[src/rtl/mips_pc_sequencer.sv]
// PC and fetch sequencer for MIPS_CORE: next-PC mux, run/halt/step FSM, retired count, self-loop stop.
// Latency: core outputs sampled at edge N set ReadAddr after edge N; backpressure: none, halt_req/step gate advances.
module mips_pc_sequencer #(
  parameter int                ADDR_W     = 8,
  parameter logic [ADDR_W-1:0] RESET_ADDR = 8'h00,
  parameter int                CNT_W      = 16
) (
  input  logic              clk,
  input  logic              reset,
  input  logic              run,
  input  logic              halt_req,
  input  logic              step,
  input  logic [31:0]       SEImm,
  input  logic [25:0]       JumpValue,
  input  logic              Zero,
  input  logic              Branch,
  input  logic              Jump,
  output logic [ADDR_W-1:0] ReadAddr,
  output logic              Running,
  output logic              Halted,
  output logic              LoopHalt,
  output logic [CNT_W-1:0]  InstrCount
);

  typedef enum logic [1:0] {IDLE, RUN, HALTED} state_t;

  state_t            state, nstate;
  logic              step_pend, nxt_pend;
  logic              advance, set_loop, clr_loop;
  logic [ADDR_W-1:0] pc4, next_pc;
  logic              self_loop;
  logic              unused_bits;

  assign unused_bits = ^{SEImm[31:ADDR_W-2], JumpValue[25:ADDR_W-2]};

  always_comb begin
    pc4 = ReadAddr + ADDR_W'(4);
    if (Jump)
      next_pc = {JumpValue[ADDR_W-3:0], 2'b00};
    else if (Branch && Zero)
      next_pc = pc4 + {SEImm[ADDR_W-3:0], 2'b00};
    else
      next_pc = pc4;
  end

  assign self_loop = (next_pc == ReadAddr);

  // A step pulse only arms step_pend; the advance itself happens on the following edge.
  always_comb begin
    nstate   = state;
    nxt_pend = 1'b0;
    advance  = 1'b0;
    set_loop = 1'b0;
    clr_loop = 1'b0;
    case (state)
      IDLE, HALTED: begin
        if (step_pend) begin
          advance = 1'b1;
          nstate  = HALTED;
        end else if (run && (state == IDLE || !halt_req)) begin
          nstate   = RUN;
          clr_loop = 1'b1;
        end else if (step) begin
          nxt_pend = 1'b1;
        end
      end
      RUN: begin
        if (halt_req) begin
          nstate = HALTED;
        end else if (self_loop) begin
          nstate   = HALTED;
          set_loop = 1'b1;
        end else begin
          advance = 1'b1;
        end
      end
      default: nstate = IDLE;
    endcase
  end

  always_ff @(posedge clk or posedge reset) begin
    if (reset) begin
      state      <= IDLE;
      step_pend  <= 1'b0;
      ReadAddr   <= RESET_ADDR;
      Running    <= 1'b0;
      Halted     <= 1'b0;
      LoopHalt   <= 1'b0;
      InstrCount <= '0;
    end else begin
      state     <= nstate;
      step_pend <= nxt_pend;
      Running   <= (nstate == RUN);
      Halted    <= (nstate == HALTED);
      if (advance) begin
        ReadAddr <= next_pc;
        if (InstrCount != {CNT_W{1'b1}})
          InstrCount <= InstrCount + CNT_W'(1);
      end
      if (set_loop)
        LoopHalt <= 1'b1;
      else if (clr_loop)
        LoopHalt <= 1'b0;
    end
  end

endmodule

[config.mk]
export PLATFORM = sky130hd
export DESIGN_NAME = mips_pc_sequencer
export DESIGN_NICKNAME = d
export VERILOG_FILES = /design/src/rtl/mips_pc_sequencer.sv
export SDC_FILE = /design/constraint.sdc
export NUM_CORES = 1
export LEC_CHECK = 0
export CAP_MARGIN = 10
export CORE_ASPECT_RATIO = 2
export CORE_MARGIN = 1.5
export CORE_UTILIZATION = 36
export DETAILED_ROUTE_END_ITERATION = 16
export PLACE_DENSITY = 0.71
export SLEW_MARGIN = 20
export SYNTH_ARGS = -nofsm -noshare
export SYNTH_HDL_FRONTEND = slang
export SYNTH_SLANG_ARGS = --single-unit
[constraint.sdc]
create_clock -name clk -period 4.3 [get_ports clk]
set_input_delay 0.43 -clock clk [delete_from_list [all_inputs] [get_ports clk]]
set_output_delay 0.43 -clock clk [all_outputs]
set_load 0.1 [all_outputs]
# Word-level counts from Yosys, hierarchy flattened
# Cells that the tools add are included.
# classes
addsub	3
muxes	23
eq_ne	6
n_reduce_logical	8
# op_table
op	count
adder 16 x 1 -> 16 bit, second input constant	1
two-way mux 8 bit	2
!= test 16 bit, second input constant	1
two-way mux 1 bit	15
adder 8 x 3 -> 8 bit, second input constant	1
adder 8 bit	1
equality test 8 bit	1
two-way mux 2 bit	4
equality test 2 x 1 -> 1 bit, second input constant	2
equality test 2 bit, second input constant	2
one-hot mux 2 bit (2 select lines)	1
logical AND 1 bit	2
logical NOT 2 bit	1
one-hot mux 1 bit (2 select lines)	1
AND reduction 2 bit	1
nonzero test 2 bit	1
OR reduction 2 bit	1
logical NOT 1 bit	1
logical OR 1 bit	1
# totals
out_inout_bits	27
reg_bits	30
wordCells	47

# Logic depth before layout (Yosys ltp)
# Gate-level depths: netlist (run 1).
# depth
ltp_word	9
mapped_depth	13
mapped_depth_nobuf	12

# Least setup slack after synthesis (run 1)
# OpenSTA, ideal clock, no wires.
# synth_timing
path_kind	register to register
start	register ReadAddr[2]
end	register InstrCount[14]
path_buffers	0
path_slack_ps	432
synth_period_minus_slack_ps	3868
path_stages_with_launch	13
arrival_time_ps	3739
setup_ps	128
path_cell_list	dfrtp_1 > ha_1 > nand3_1 > xnor2_1 > ha_1 > and3b_1 > a2111oi_4 > nand3_2 > o41a_2 > nand3_2 > a31oi_4 > nand4_1 > mux2_1
# synth_between
elab_chain_len	9
# synth_lines
element	line	source
from (decl)	18	output logic [ADDR_W-1:0] ReadAddr,
from (signal assigned)	96	ReadAddr <= next_pc;
adder 8 x 3 -> 8 bit	37	pc4 = ReadAddr + ADDR_W'(4);
adder 8 bit	41	next_pc = pc4 + {SEImm[ADDR_W-3:0], 2'b00};
two-way mux 8 bit	40	else if (Branch && Zero)
two-way mux 8 bit	38	if (Jump)
equality test 8 bit *	46	assign self_loop = (next_pc == ReadAddr);
two-way mux 1 bit *	70	end else if (self_loop) begin
two-way mux 1 bit *	68	if (halt_req) begin
one-hot mux 1 bit (2 select lines) *	55	case (state)
AND reduction 2 bit (no line) *	--	
to (signal assigned)	98	InstrCount <= InstrCount + CNT_W'(1);
to (decl)	22	output logic [CNT_W-1:0] InstrCount
# Mark *: on every way between the ends. The rest lies on a longest branch, timed or not.
# A chain may end at the register's enable or synchronous reset.

# Worst setup path in the final report (run 1)
# Same ends and word-level chain as after synthesis.

==> results of run 1 <==
-- cells by family after synthesis --
| kind of cell | after synthesis | share of synthesized area |
|---|---|---|
| buf+inv | 16 | 0.0390 |
| fa+ha+maj | 9 | 0.0584 |
| xor+xnor | 22 | 0.100 |
| flops | 30 | 0.365 |
| simple gates | 96 | 0.242 |
| mux | 6 | 0.0323 |
| compound gates | 41 | 0.163 |
-- per-stage QoR --
stage	instances	cell area, um2
final	328	2640
after floorplan	220	2060
after global routing	328	2640
after CTS	328	2640
after global placement	321	2560
after detailed placement	321	2560
-- metal layers --
metal	up-vias	routed length, um	global-route usage
li1	893	-	-
met5	-	0	0
met3	13	209	0.0353
met1	853	1860	0.162
met4	0	172	0.100
met2	47	2490	0.302
-- layout by cell type (no fill, tap or decap), drive strengths merged, types with 6 or more instances in the layout --
master and count:
clkbuf 7, ha 8, dfrtp 30, nand4 8, clkdlybuf4s50 46, xnor2 17, a21oi 6, and3 8
inv 8, nor2 16, nand3 18, nand2 26
-- state kept, by name, indices dropped and copies added (netlist names) --
register	cells
Halted	1
InstrCount	16
LoopHalt	1
ReadAddr	8
Running	1
state	2
step_pend	1
-- power groups by stage --
stage | Combinational (mW) | Clock [mW] | Sequential, mW
floorplan | 0.623 | 0 | 0.881
global placement | 1.29 | 0 | 0.469
detailed placement | 1.31 | 0 | 0.468
CTS | 1.31 | 0.226 | 0.465
global route | 1.39 | 0.237 | 0.478
finish | 1.30 | 0.216 | 0.463
-- worst max-delay path, delay by kind of cell (launching register included) --
kind	cells	cell delay, ns
multiplexers	1	0.34
flip-flops	1	0.50
AND/OR/NAND/NOR	5	0.90
adder cells (fa/ha/maj)	2	0.61
AO/OA/AOI/OAI	3	1.10
XOR/XNOR	1	0.25
-- final cells by class --
cell class	count	share of cell area
clock buffer	7	0.0289
inverter	8	0.0114
multi-input combinational	174	0.464
sequential	30	0.284
tap	60	0.0284
timing repair buffer	49	0.183
-- worst min-delay path by stage --
stage	startpoint	to	slack (ns)	cells past startpoint
2_1_floorplan	run	step_pend	0.51	1
6_report	LoopHalt	LoopHalt	0.49	2
4_1_cts	InstrCount[9]	InstrCount[9]	0.50	1
3_5_place_dp	InstrCount[9]	InstrCount[9]	0.48	1
3_3_place_gp	InstrCount[9]	InstrCount[9]	0.48	1
5_1_grt	InstrCount[9]	InstrCount[9]	0.50	1
==> results.toml, run 1 <==
[outcome]
status = "complete, no violations"

[synth]
synth.yosys.seq_area_share = 0.365
synth_seq_cells = 30
synth_top_area_share = 0.365
netlist_area_um2 = 2060
syn_area_per_cell_um2 = 9.34
synth_most_common_cell = "dfrtp_1"
synth.distinct_cells = 53
synth_edf_count = 0
synthFlopType = "dfrtp_1"
yosys.area.top_type = "dfrtp_1"
synthCells = 220
synth_area_leaders = "dfrtp_1 (37%), xnor2_1 (7.2%), ha_1 (4.9%), nand2_1 (4.6%), nand3_1 (3.9%)"
synth_nets = 295
ys_async_sr_fraction = 1.00
yosys_warnings = 0
ys_top_cells_by_count = "dfrtp_1 (30), nand2_1 (25), xnor2_1 (17), nand3_1 (16), nor2_1 (16)"

[critical_path]
critPathKind = "flop to flop"
start_kind = "flop"
setup.worst_path.start = "ReadAddr[2]"
worstPathArrival_ns = 3.99
endpoint_kind = "flop"
cp_max_fo = 21
cp-endpoint = "InstrCount[14]"
cp.required_ns = 4.46
path_cells = "ha_1 -> nand3_1 -> xnor2_1 -> ha_1 -> and3b_1 -> a2111oi_4 -> nand3_2 -> a32oi_1 -> nand3_2 -> a31oi_4 -> nand4_1 -> mux2_1"
r2r_start = "ReadAddr[2]"
crit_slowest_cell = "a31oi_4"
rrSetupSlack_ns = 0.47
max_stage_delay_ns = 0.52
r2r-end = "InstrCount[14]"
reg2reg_depth = 12

[final_layout]
diodes = 0
nFillCells = 536
final_nets = 343
utilization = 0.483
seqCellArea_um2 = 751
area_growth_pct = 28.4
drive_gt1_frac = 0.0672
multi_input_area_um2 = 1220

[sta]
layout_min_cycle_time_ns = 3.83
finalHoldViolations = 0
setup_ws_ns = 0.473
whs_ns = 0.493
period_share = 0.890
worst_pin_slew_ns = 0.989
fmaxAchievable_mhz = 261
setup_tns_ns = 0
rsz0062_at_grt = "no"
clock_skew_ns = 0.00356
slew-limit-headroom = 0.339
setup_violations = 0
finalMaxSlewViolations = 0

[worst_hold_path]
hp-class = "flop to flop"

[drt]
wl_per_cell_um = 14.4
via_per_inst = 5.51
vias = 1806
postRouteWirelength_um = 4730
drc = 0
ant_nets = 0
dr.pass1.iters = 4
drt_iter0_drc = 46

[clock_tree]
clk_pin_slew_ns = 0.06
clock_latency_ns = 0.28
cts_sinks = 30
root_buffer = "clkbuf_8"
cts_hold_buf = 0
cts_setup_buffers = 0
cts-buffers-inserted = 5
htreeDepth = 2
cts_tree = "yes"
cts.path.max_buffers = 2
cts_resized = 0

[pwr]
p_seq_frac = 0.234
p_int_mw = 0.908
switching_share = 0.542
p_clk_frac = 0.109
irDropWorstVdd_mv = 0.569
leakage_nw = 1.09
power_density_nw_per_um2 = 750
p_total_mw = 1.98
combPwrFrac = 0.657
power_switching_mw = 1.07

[place]
finalWeightedCongestion = 0.833
numPortBuffers = 46
dp_hpwl_um = 3520
post-place-ws_ns = 0.458

[floorplanning]
num_rows = 38
fp.dieW_um = 56.4
die-area_um2 = 6200
core_um2 = 5470
io_pins = 93
initial_core_util = 0.376
die_y_um = 110

[grt]
grt_pass1_wl_um = 7910
gr-usage-all-layers = 0.164
grt_max_degree = 31
grt_pass1_vias = 1844
antenna_found_initial = 0
overflow = 0

[run]
max_cap_violations = 0
Power figures use the tool's default switching activity.
==> run 2: changes to the inputs <==
--- a/config.mk
+++ b/config.mk
@@ -5,10 +5,12 @@
 export SDC_FILE = /design/constraint.sdc
 export NUM_CORES = 1
 export LEC_CHECK = 0
+export ABC_CLOCK_PERIOD_IN_PS = 4300
 export CAP_MARGIN = 10
 export CORE_ASPECT_RATIO = 2
 export CORE_MARGIN = 1.5
 export CORE_UTILIZATION = 36
+export CTS_BUF_LIST = sky130_fd_sc_hd__clkbuf_4 sky130_fd_sc_hd__clkbuf_8
 export DETAILED_ROUTE_END_ITERATION = 16
 export PLACE_DENSITY = 0.71
 export SLEW_MARGIN = 20
==> results.toml, run 2 (synthesis results as in run 1) <==
[outcome]
status = "complete, no violations"

[final_layout]
nFillCells = 537
final_nets = 343
stdcell_count = 328
drive_gt1_frac = 0.0746
utilization = 0.484
final_common_cell = "clkdlybuf4s50_1"
top_register = "InstrCount"
final_cell_mix = "clkdlybuf4s50_1 (46), dfrtp_1 (30), nand2_1 (25)"
diodes = 0
area_growth_pct = 28.8
largest_register_ffs = 16
reg_top3 = "InstrCount: 16 flops, ReadAddr: 8 flops, state: 2 flops"

[clock_tree]
root_buffer = "clkbuf_8"
cts-buffers-inserted = 5
clk_pin_slew_ns = 0.06
cts_tree = "yes"
cts_resized = 0
clock_latency_ns = 0.28
htreeDepth = 2
cts_setup_buffers = 0
cts_hold_buf = 0
cts.path.max_buffers = 2
cts_sinks = 30

[grt]
grt-busiest-layer = "met2"
grt_use_met2 = 0.303
grt_max_degree = 31
grt_pass1_vias = 1844
grt_use_met1 = 0.163
gr-usage-all-layers = 0.164
use_met3 = 0.0353
overflow = 0
grt_pass1_wl_um = 7930
antenna_found_initial = 0

[sta]
finalMaxSlewViolations = 0
rsz0062_at_grt = "no"
finalHoldViolations = 0
period_share = 0.890
clock_skew_ns = 0.00291
worst_pin_slew_ns = 0.989
slew-limit-headroom = 0.339
fmaxAchievable_mhz = 261
setup_tns_ns = 0
setup_violations = 0
layout_min_cycle_time_ns = 3.83

[critical_path]
worstPathArrival_ns = 3.99
critPathKind = "flop to flop"
r2r-end = "InstrCount[14]"
cp-endpoint = "InstrCount[14]"
start_kind = "flop"
setup.worst_path.start = "ReadAddr[2]"
rrSetupSlack_ns = 0.47
cp.required_ns = 4.47
endpoint_kind = "flop"
cp_max_fo = 21
r2r_start = "ReadAddr[2]"
reg2reg_depth = 12

[drt]
postRouteWirelength_um = 4740
drc = 0
ant_nets = 0
wl_per_cell_um = 14.4
vias = 1806
via_per_inst = 5.51
drt_iter0_drc = 45
dr.pass1.iters = 4

[pwr]
irDropWorstVdd_mv = 0.569
power_density_nw_per_um2 = 753
leakage_nw = 1.10
p_total_mw = 1.99

[place]
dpl.cell_count = 321
finalWeightedCongestion = 0.833
numPortBuffers = 46
dp_hpwl_um = 3520

[run]
max_cap_violations = 0

[floorplanning]
core_um2 = 5470
fp.dieW_um = 56.4
die-area_um2 = 6200
io_pins = 93
num_rows = 38
initial_core_util = 0.376
die_y_um = 110

[worst_hold_path]
hp-class = "flop to flop"
run 2: cell count changes in the layout (fill, tap and decap cells not counted):
cell      previous run  this run
clkbuf_4             0         2
clkbuf_1             2         0
run 2: layout make-up:
class / count / area, um2 / area share
Clock buffer: 7 / 83.8 / 0.0317
Inverter: 8 / 30.0 / 0.0113
Multi-Input combinational cell: 174 / 1220 / 0.463
Sequential cell: 30 / 751 / 0.284
Tap cell: 60 / 75.1 / 0.0284
Timing Repair Buffer: 49 / 483 / 0.182
run 2: critical path, cell delays in order (launching register included):
cell	delay [ns]
dfrtp_1	0.50
ha_1	0.27
nand3_1	0.15
xnor2_1	0.25
ha_1	0.34
and3b_1	0.22
a2111oi_4	0.35
nand3_2	0.18
a32oi_1	0.23
nand3_2	0.17
a31oi_4	0.52
nand4_1	0.18
mux2_1	0.34
run 2: per-stage QoR:
stage | instance area, um2 | hold slack [ns] | setup slack, ns
floorplan | 2060 | 0.512 | 0.432
global placement | 2560 | 0.481 | 0.525
detailed placement | 2560 | 0.480 | 0.458
CTS | 2650 | 0.497 | 0.439
global route | 2650 | 0.503 | 0.174
finish | 2650 | 0.493 | 0.471
run 2: metal layers:
metal,wire (um),part of all wire,up-vias
met2,2480,0.52,49
met1,1860,0.39,852
met4,172,0.036,0
li1,-,-,892
met3,222,0.047,13
met5,0,0,-
run 2: worst min path at each step:
stage                     depth (start not counted)     startpoint       endpoint
after floorplan                                   1            run      step_pend
after global placement                            1  InstrCount[9]  InstrCount[9]
after detailed placement                          1  InstrCount[9]  InstrCount[9]
after CTS                                         1  InstrCount[9]  InstrCount[9]
after global routing                              1  InstrCount[9]  InstrCount[9]
final                                             2       LoopHalt       LoopHalt
run 2: where the power goes:
group          switching, mW  internal (mW)  total [mW]
clock                  0.105          0.124       0.229
sequential             0.106          0.357       0.463
combinational          0.861          0.440        1.30
total                   1.07          0.920        1.99
